**src/rtl/fpga_cfg_pkg.sv**
```systemverilog
// Shared types and constants for the FPGA configuration loader.
package fpga_cfg_pkg;

  typedef enum logic [2:0] {
    IDLE  = 3'd0,
    SYNC  = 3'd1,
    LOAD  = 3'd2,
    CHECK = 3'd3,
    DONE  = 3'd4,
    ERR   = 3'd5
  } cfg_state_t;

  localparam logic [7:0] SYNC_BYTE_DEF = 8'hA5;

  // Counter must be able to hold the value nbytes itself, not just nbytes-1.
  function automatic int cnt_width(input int nbytes);
    return $clog2(nbytes + 1);
  endfunction

endpackage

```
**src/rtl/cfg_byte_serializer.sv**
```systemverilog
// Byte-to-bit serializer driving the fabric configuration chain MSB-first.
import fpga_cfg_pkg::*;

module cfg_byte_serializer (
  input  logic       clk,
  input  logic       rst,
  input  logic       load,
  input  logic [7:0] din,
  output logic       empty,
  output logic       last,
  output logic       cfg_bit,
  output logic       cfg_shift
);

  logic [7:0] shift_reg;
  logic [3:0] bit_cnt;

  // cfg_bit/cfg_shift are registered so the fabric sees clean edges; the
  // first bit is presented in the cycle right after the byte is taken.
  always_ff @(posedge clk) begin
    if (rst) begin
      shift_reg <= 8'h00;
      bit_cnt   <= 4'd0;
      cfg_bit   <= 1'b0;
      cfg_shift <= 1'b0;
    end else if (load) begin
      shift_reg <= {din[6:0], 1'b0};
      bit_cnt   <= 4'd8;
      cfg_bit   <= din[7];
      cfg_shift <= 1'b1;
    end else if (bit_cnt != 4'd0) begin
      shift_reg <= {shift_reg[6:0], 1'b0};
      bit_cnt   <= bit_cnt - 4'd1;
      cfg_shift <= (bit_cnt != 4'd1);
      cfg_bit   <= (bit_cnt != 4'd1) ? shift_reg[7] : 1'b0;
    end
  end

  assign empty = (bit_cnt == 4'd0);
  assign last  = (bit_cnt == 4'd1);

endmodule

```
**src/rtl/fpga_cfg_loader.sv**
```systemverilog
// Bitstream loader: sync hunt, MSB-first chain shifting, trailing XOR check.
import fpga_cfg_pkg::*;

module fpga_cfg_loader #(
  parameter int         CFG_BITS  = 256,
  parameter logic [7:0] SYNC_BYTE = SYNC_BYTE_DEF
) (
  input  logic       clk,
  input  logic       rst,
  input  logic       start,
  input  logic [7:0] in_data,
  input  logic       in_valid,
  output logic       in_ready,
  output logic       cfg_bit,
  output logic       cfg_shift,
  output logic       cfg_done,
  output logic       busy,
  output logic       error
);

  localparam int NBYTES = CFG_BITS / 8;
  localparam int BCW    = cnt_width(NBYTES);
  localparam logic [BCW-1:0] LAST_BYTE = BCW'(NBYTES);

  cfg_state_t     state, state_nxt;
  logic [BCW-1:0] byte_cnt;
  logic [7:0]     checksum;
  logic           xfer;
  logic           start_ok;
  logic           ser_load;
  logic           ser_empty;
  logic           ser_last;

  cfg_byte_serializer u_ser (
    .clk       (clk),
    .rst       (rst),
    .load      (ser_load),
    .din       (in_data),
    .empty     (ser_empty),
    .last      (ser_last),
    .cfg_bit   (cfg_bit),
    .cfg_shift (cfg_shift)
  );

  always_comb begin
    state_nxt = state;
    in_ready  = 1'b0;
    busy      = 1'b0;
    start_ok  = 1'b0;
    case (state)
      IDLE, DONE, ERR: begin
        start_ok = start;
        if (start) state_nxt = SYNC;
      end
      SYNC: begin
        in_ready = 1'b1;
        busy     = 1'b1;
        if (in_valid && in_data == SYNC_BYTE) state_nxt = LOAD;
      end
      LOAD: begin
        // Handshake only while the serializer is empty: no overlap with shifting.
        in_ready = ser_empty;
        busy     = 1'b1;
        if (ser_last && byte_cnt == LAST_BYTE) state_nxt = CHECK;
      end
      CHECK: begin
        in_ready = 1'b1;
        busy     = 1'b1;
        if (in_valid) state_nxt = (in_data == checksum) ? DONE : ERR;
      end
      default: state_nxt = IDLE;
    endcase
    xfer     = in_valid & in_ready;
    ser_load = xfer && (state == LOAD);
  end

  always_ff @(posedge clk) begin
    if (rst) begin
      state    <= IDLE;
      byte_cnt <= '0;
      checksum <= 8'h00;
      cfg_done <= 1'b0;
      error    <= 1'b0;
    end else begin
      state <= state_nxt;
      if (start_ok) begin
        byte_cnt <= '0;
        checksum <= 8'h00;
        cfg_done <= 1'b0;
        error    <= 1'b0;
      end
      if (ser_load) begin
        byte_cnt <= byte_cnt + BCW'(1);
        checksum <= checksum ^ in_data;
      end
      if (state == CHECK && xfer) begin
        cfg_done <= (in_data == checksum);
        error    <= (in_data != checksum);
      end
    end
  end

endmodule

```
**config.mk**
```make
export PLATFORM = sky130hd
export DESIGN_NAME = fpga_cfg_loader
export DESIGN_NICKNAME = d
export VERILOG_FILES = /design/src/rtl/fpga_cfg_pkg.sv /design/src/rtl/cfg_byte_serializer.sv /design/src/rtl/fpga_cfg_loader.sv
export SDC_FILE = /design/constraint.sdc
export NUM_CORES = 1
export LEC_CHECK = 0
export BUFFER_PORTS_ARGS = -buffer_cell sky130_fd_sc_hd__buf_2
export CAP_MARGIN = 10
export CORE_MARGIN = 2
export CORE_UTILIZATION = 55
export CTS_CLUSTER_DIAMETER = 60
export CTS_CLUSTER_SIZE = 25
export DETAILED_ROUTE_END_ITERATION = 6
export MAX_ROUTING_LAYER = met4
export PLACE_DENSITY = 0.75
export SETUP_SLACK_MARGIN = 0.4
export SLEW_MARGIN = 10
export SYNTH_ARGS = -nofsm -noshare
export SYNTH_HDL_FRONTEND = slang
export SYNTH_HIERARCHICAL = 1
export SYNTH_SLANG_ARGS = --single-unit
```
**constraint.sdc**
```tcl
create_clock -name clk -period 2.6 [get_ports clk]
set_input_delay 0.52 -clock clk [delete_from_list [all_inputs] [get_ports clk]]
set_output_delay 0.52 -clock clk [all_outputs]
set_load 0.1 [all_outputs]
```
==> flow_summary.toml <==
[power_and_ir_drop]
p_per_area_mw_per_mm2 = 882
p_total_mw = 1.89
cellLeakagePower_nw = 0.838
vdd.ir_drop.worst_uv = 454

[sta]
timing_max_transition_violations_final = 0
max_freq_mhz = 449
tightestPinTransition_ns = 0.646
finalHoldViolations = 0
setup_total_negative_slack_ns = 0
max-slew-margin-rel = 0.569
final_period_minus_worst_setup_slack_ns = 2.23
layout_setup_ws_ns = 0.373
rsz0062_at_grt = "true"
clock-skew-final_ns = 0.00839
setup_viol = 0
layout_worst_path_cycle_share = 0.857

[place]
postPlaceCellArea_mm2 = 0.00192
pre_cts_ws_ns = 0.367
post-dp-hpwl_um = 2870
routability_congestion = 0.773
io_buffers = 17
dp.cells = 263

[finish]
drive_gt1_frac = 0.299
syn_to_final_growth_pct = 19.6
final_design_instance_area_without_fill_mm2 = 0.00215
area.sequential_um2 = 644
fin_nets = 257
layout.filler_cells = 248
finish.cell_count_without_fillers = 285
max_ffs_per_register = 8
multi_input_logic_area_mm2 = 0.00106
antenna-diode-count = 0

[routing]
viasPerCell = 5.81
detail-route-antenna-nets = 0
routed_wirelength_um = 4350
post_drt_wl_per_cell_um = 15.3
first_iter_violations = 117
detail_route.drc_violations = 0
number_of_vias_after_detailed_routing = 1657
drtPass1Iterations = 4

[setup_path]
path_cells = "inv_2, ha_4, or3b_4, clkinv_8, a21oi_4, nor2_4, buf_12"
crit_required_ns = 2.08
timing.critical_path.fanout_max = 2
worst-endpoint-arrival_ns = 1.71
crit_path_capture_type = "output pin"
critical_path.max_stage_delay_ns = 0.41
path_class = "register to output pin"
slowest_stage = "sky130_fd_sc_hd__or3b_4"
critPathLaunchType = "register"

[synth]
syn_area_mm2 = 0.00179
yosys_register_bits = 32
yosysWarnings = 6
synth.top_cell.area_share = 0.357
post_synth_main_area_contributors = "sky130_fd_sc_hd__dfxtp_1 36%, sky130_fd_sc_hd__nor2_1 7.7%, sky130_fd_sc_hd__a21oi_1 6.1%"
synth_edf_count = 0
synth.distinct_cells = 50
synth_seq_area_share = 0.357
dominantRegCellSynth = "sky130_fd_sc_hd__dfxtp_1"
yosysTopAreaCell = "sky130_fd_sc_hd__dfxtp_1"
synthesis.area_per_instance_um2 = 8.58
postSynth.asyncResetShare = 0
post_synth_inst_count = 209
postSynthNetCount = 225

[cts]
cts_hold_buffers = 0
clock-root-buffer = "sky130_fd_sc_hd__clkbuf_4"
cts.path.max_buffers = 2
cts_sinks = 32
cts_tree = "built"
clkLatencyLatePin_ns = 0.34
htree_num_levels = 2
clkSlewWorstSetupHoldPaths_ns = 0.10
numCtsBuffers = 5

[global_routing]
global_route.overflow_total = 0
global_route.usage.total = 0.260
grt_pass1_vias = 1548
grt_pass1_wl_um = 6850
grt_start_max_net_pins = 33
antenna_found_initial = 0

[floorplan]
design.die.area_mm2 = 0.00374
initial_utilization = 0.583
floorplan.die.height_um = 61.1
row_count = 20
ioPinCount = 18
dieWidth_um = 61.1
core_region_area_mm2 = 0.00308

[outcome]
run_status = "completed"

[min_path]
min-delay-path-class = "register to register"

[flow_run]
total_of_max_cap_violations = 0
[through the flow]
stage                util  hold slack (ns)
floorplan               -            0.422
global placement    0.625            0.433
detailed placement  0.625            0.454
CTS                 0.664            0.469
global route        0.697            0.484
finish              0.697            0.477
[cells in the mapped netlist (2+ instances only)]
| library cell | instances |
|---|---|
| sky130_fd_sc_hd__nor2_1 | 37 |
| sky130_fd_sc_hd__o21ai_1 | 7 |
| sky130_fd_sc_hd__nor4_2 | 2 |
| sky130_fd_sc_hd__nand2_1 | 7 |
| sky130_fd_sc_hd__o21ai_0 | 3 |
| sky130_fd_sc_hd__dfxtp_1 | 32 |
| sky130_fd_sc_hd__a211oi_1 | 2 |
| sky130_fd_sc_hd__xor2_1 | 8 |
| sky130_fd_sc_hd__nand3b_1 | 12 |
| sky130_fd_sc_hd__a21oi_1 | 22 |
| sky130_fd_sc_hd__a2111oi_2 | 3 |
| sky130_fd_sc_hd__mux2i_1 | 2 |
| sky130_fd_sc_hd__clkbuf_1 | 2 |
| sky130_fd_sc_hd__ha_1 | 4 |
| sky130_fd_sc_hd__o31ai_1 | 2 |
| sky130_fd_sc_hd__inv_2 | 2 |
| sky130_fd_sc_hd__buf_2 | 3 |
| sky130_fd_sc_hd__nor3_1 | 11 |
| sky130_fd_sc_hd__nand3_1 | 4 |
| sky130_fd_sc_hd__buf_6 | 4 |
| sky130_fd_sc_hd__inv_1 | 9 |
| sky130_fd_sc_hd__nor4_1 | 3 |
[power by group]
part / switching (mW) / internal, mW / total (mW)
clock: 0.164 / 0.153 / 0.317
sequential: 0.0714 / 0.568 / 0.640
combinational: 0.566 / 0.370 / 0.936
total: 0.801 / 1.09 / 1.89
[layer usage]
layer  up-vias  wire length, µm  global-route usage
li1        805                -                   -
met1       781             1790               0.299
met2        60             2200               0.441
met3        11              269              0.0756
met4         0               85              0.0714
met5         -                0                   -
[path summary, 6_finish.rpt]
check,startpoint,endpoint,slack (ns),depth (start not counted)
worst max register to register,u_ser/bit_cnt[1],checksum[4],0.41,10
worst max-delay path,u_ser/bit_cnt[1],in_ready,0.37,7
worst min-delay path,byte_cnt[5],byte_cnt[5],0.48,1
worst min register to register,byte_cnt[5],byte_cnt[5],0.48,1
[cell type report]
class / count / share of cell area
well taps: 44 / 0.0257
flip-flops and latches: 32 / 0.300
repair buffers: 35 / 0.117
inverters: 12 / 0.0303
clock buffers: 7 / 0.0303
multi-input cells: 155 / 0.496
[placed cells by master, fill, tap and decap left out, types with 4 or more instances in the layout]
| cell type | count |
|---|---|
| sky130_fd_sc_hd__a21oi_1 | 20 |
| sky130_fd_sc_hd__buf_2 | 16 |
| sky130_fd_sc_hd__buf_4 | 16 |
| sky130_fd_sc_hd__clkbuf_4 | 5 |
| sky130_fd_sc_hd__dfxtp_1 | 29 |
| sky130_fd_sc_hd__inv_1 | 7 |
| sky130_fd_sc_hd__nand2_1 | 7 |
| sky130_fd_sc_hd__nand3_1 | 4 |
| sky130_fd_sc_hd__nand3b_1 | 12 |
| sky130_fd_sc_hd__nor2_1 | 35 |
| sky130_fd_sc_hd__nor3_1 | 11 |
| sky130_fd_sc_hd__o21ai_1 | 9 |
| sky130_fd_sc_hd__xor2_1 | 8 |
[cell families after synthesis]
family,synth area share
and+or+nand+nor,0.292
AOI/OAI and AO/OA,0.190
DFF,0.357
buffers and inverters,0.0718
xor gates and xnor gates,0.0439
adders and majority gates,0.0279
muxes,0.0174
[worst max-delay path: cells and delay by family, from the launching register on]
kind | cells | cell delay (ns)
and+or+nand+nor | 2 | 0.52
DFF | 1 | 0.34
buffers and inverters | 3 | 0.32
adders and majority gates | 1 | 0.13
AOI/OAI and AO/OA | 1 | 0.05
[timing repair]
| item | 4_1_cts | 5_1_grt |
|---|---|---|
| pin swaps | 2 | 3 |
| cloned | 0 | 0 |
| buffers inserted | 5 | 10 |
| endpoints found under the setup margin | 6 | 18 |
| resized for setup | 7 | 10 |
Note: power is estimated with default switching activity, not from simulation.
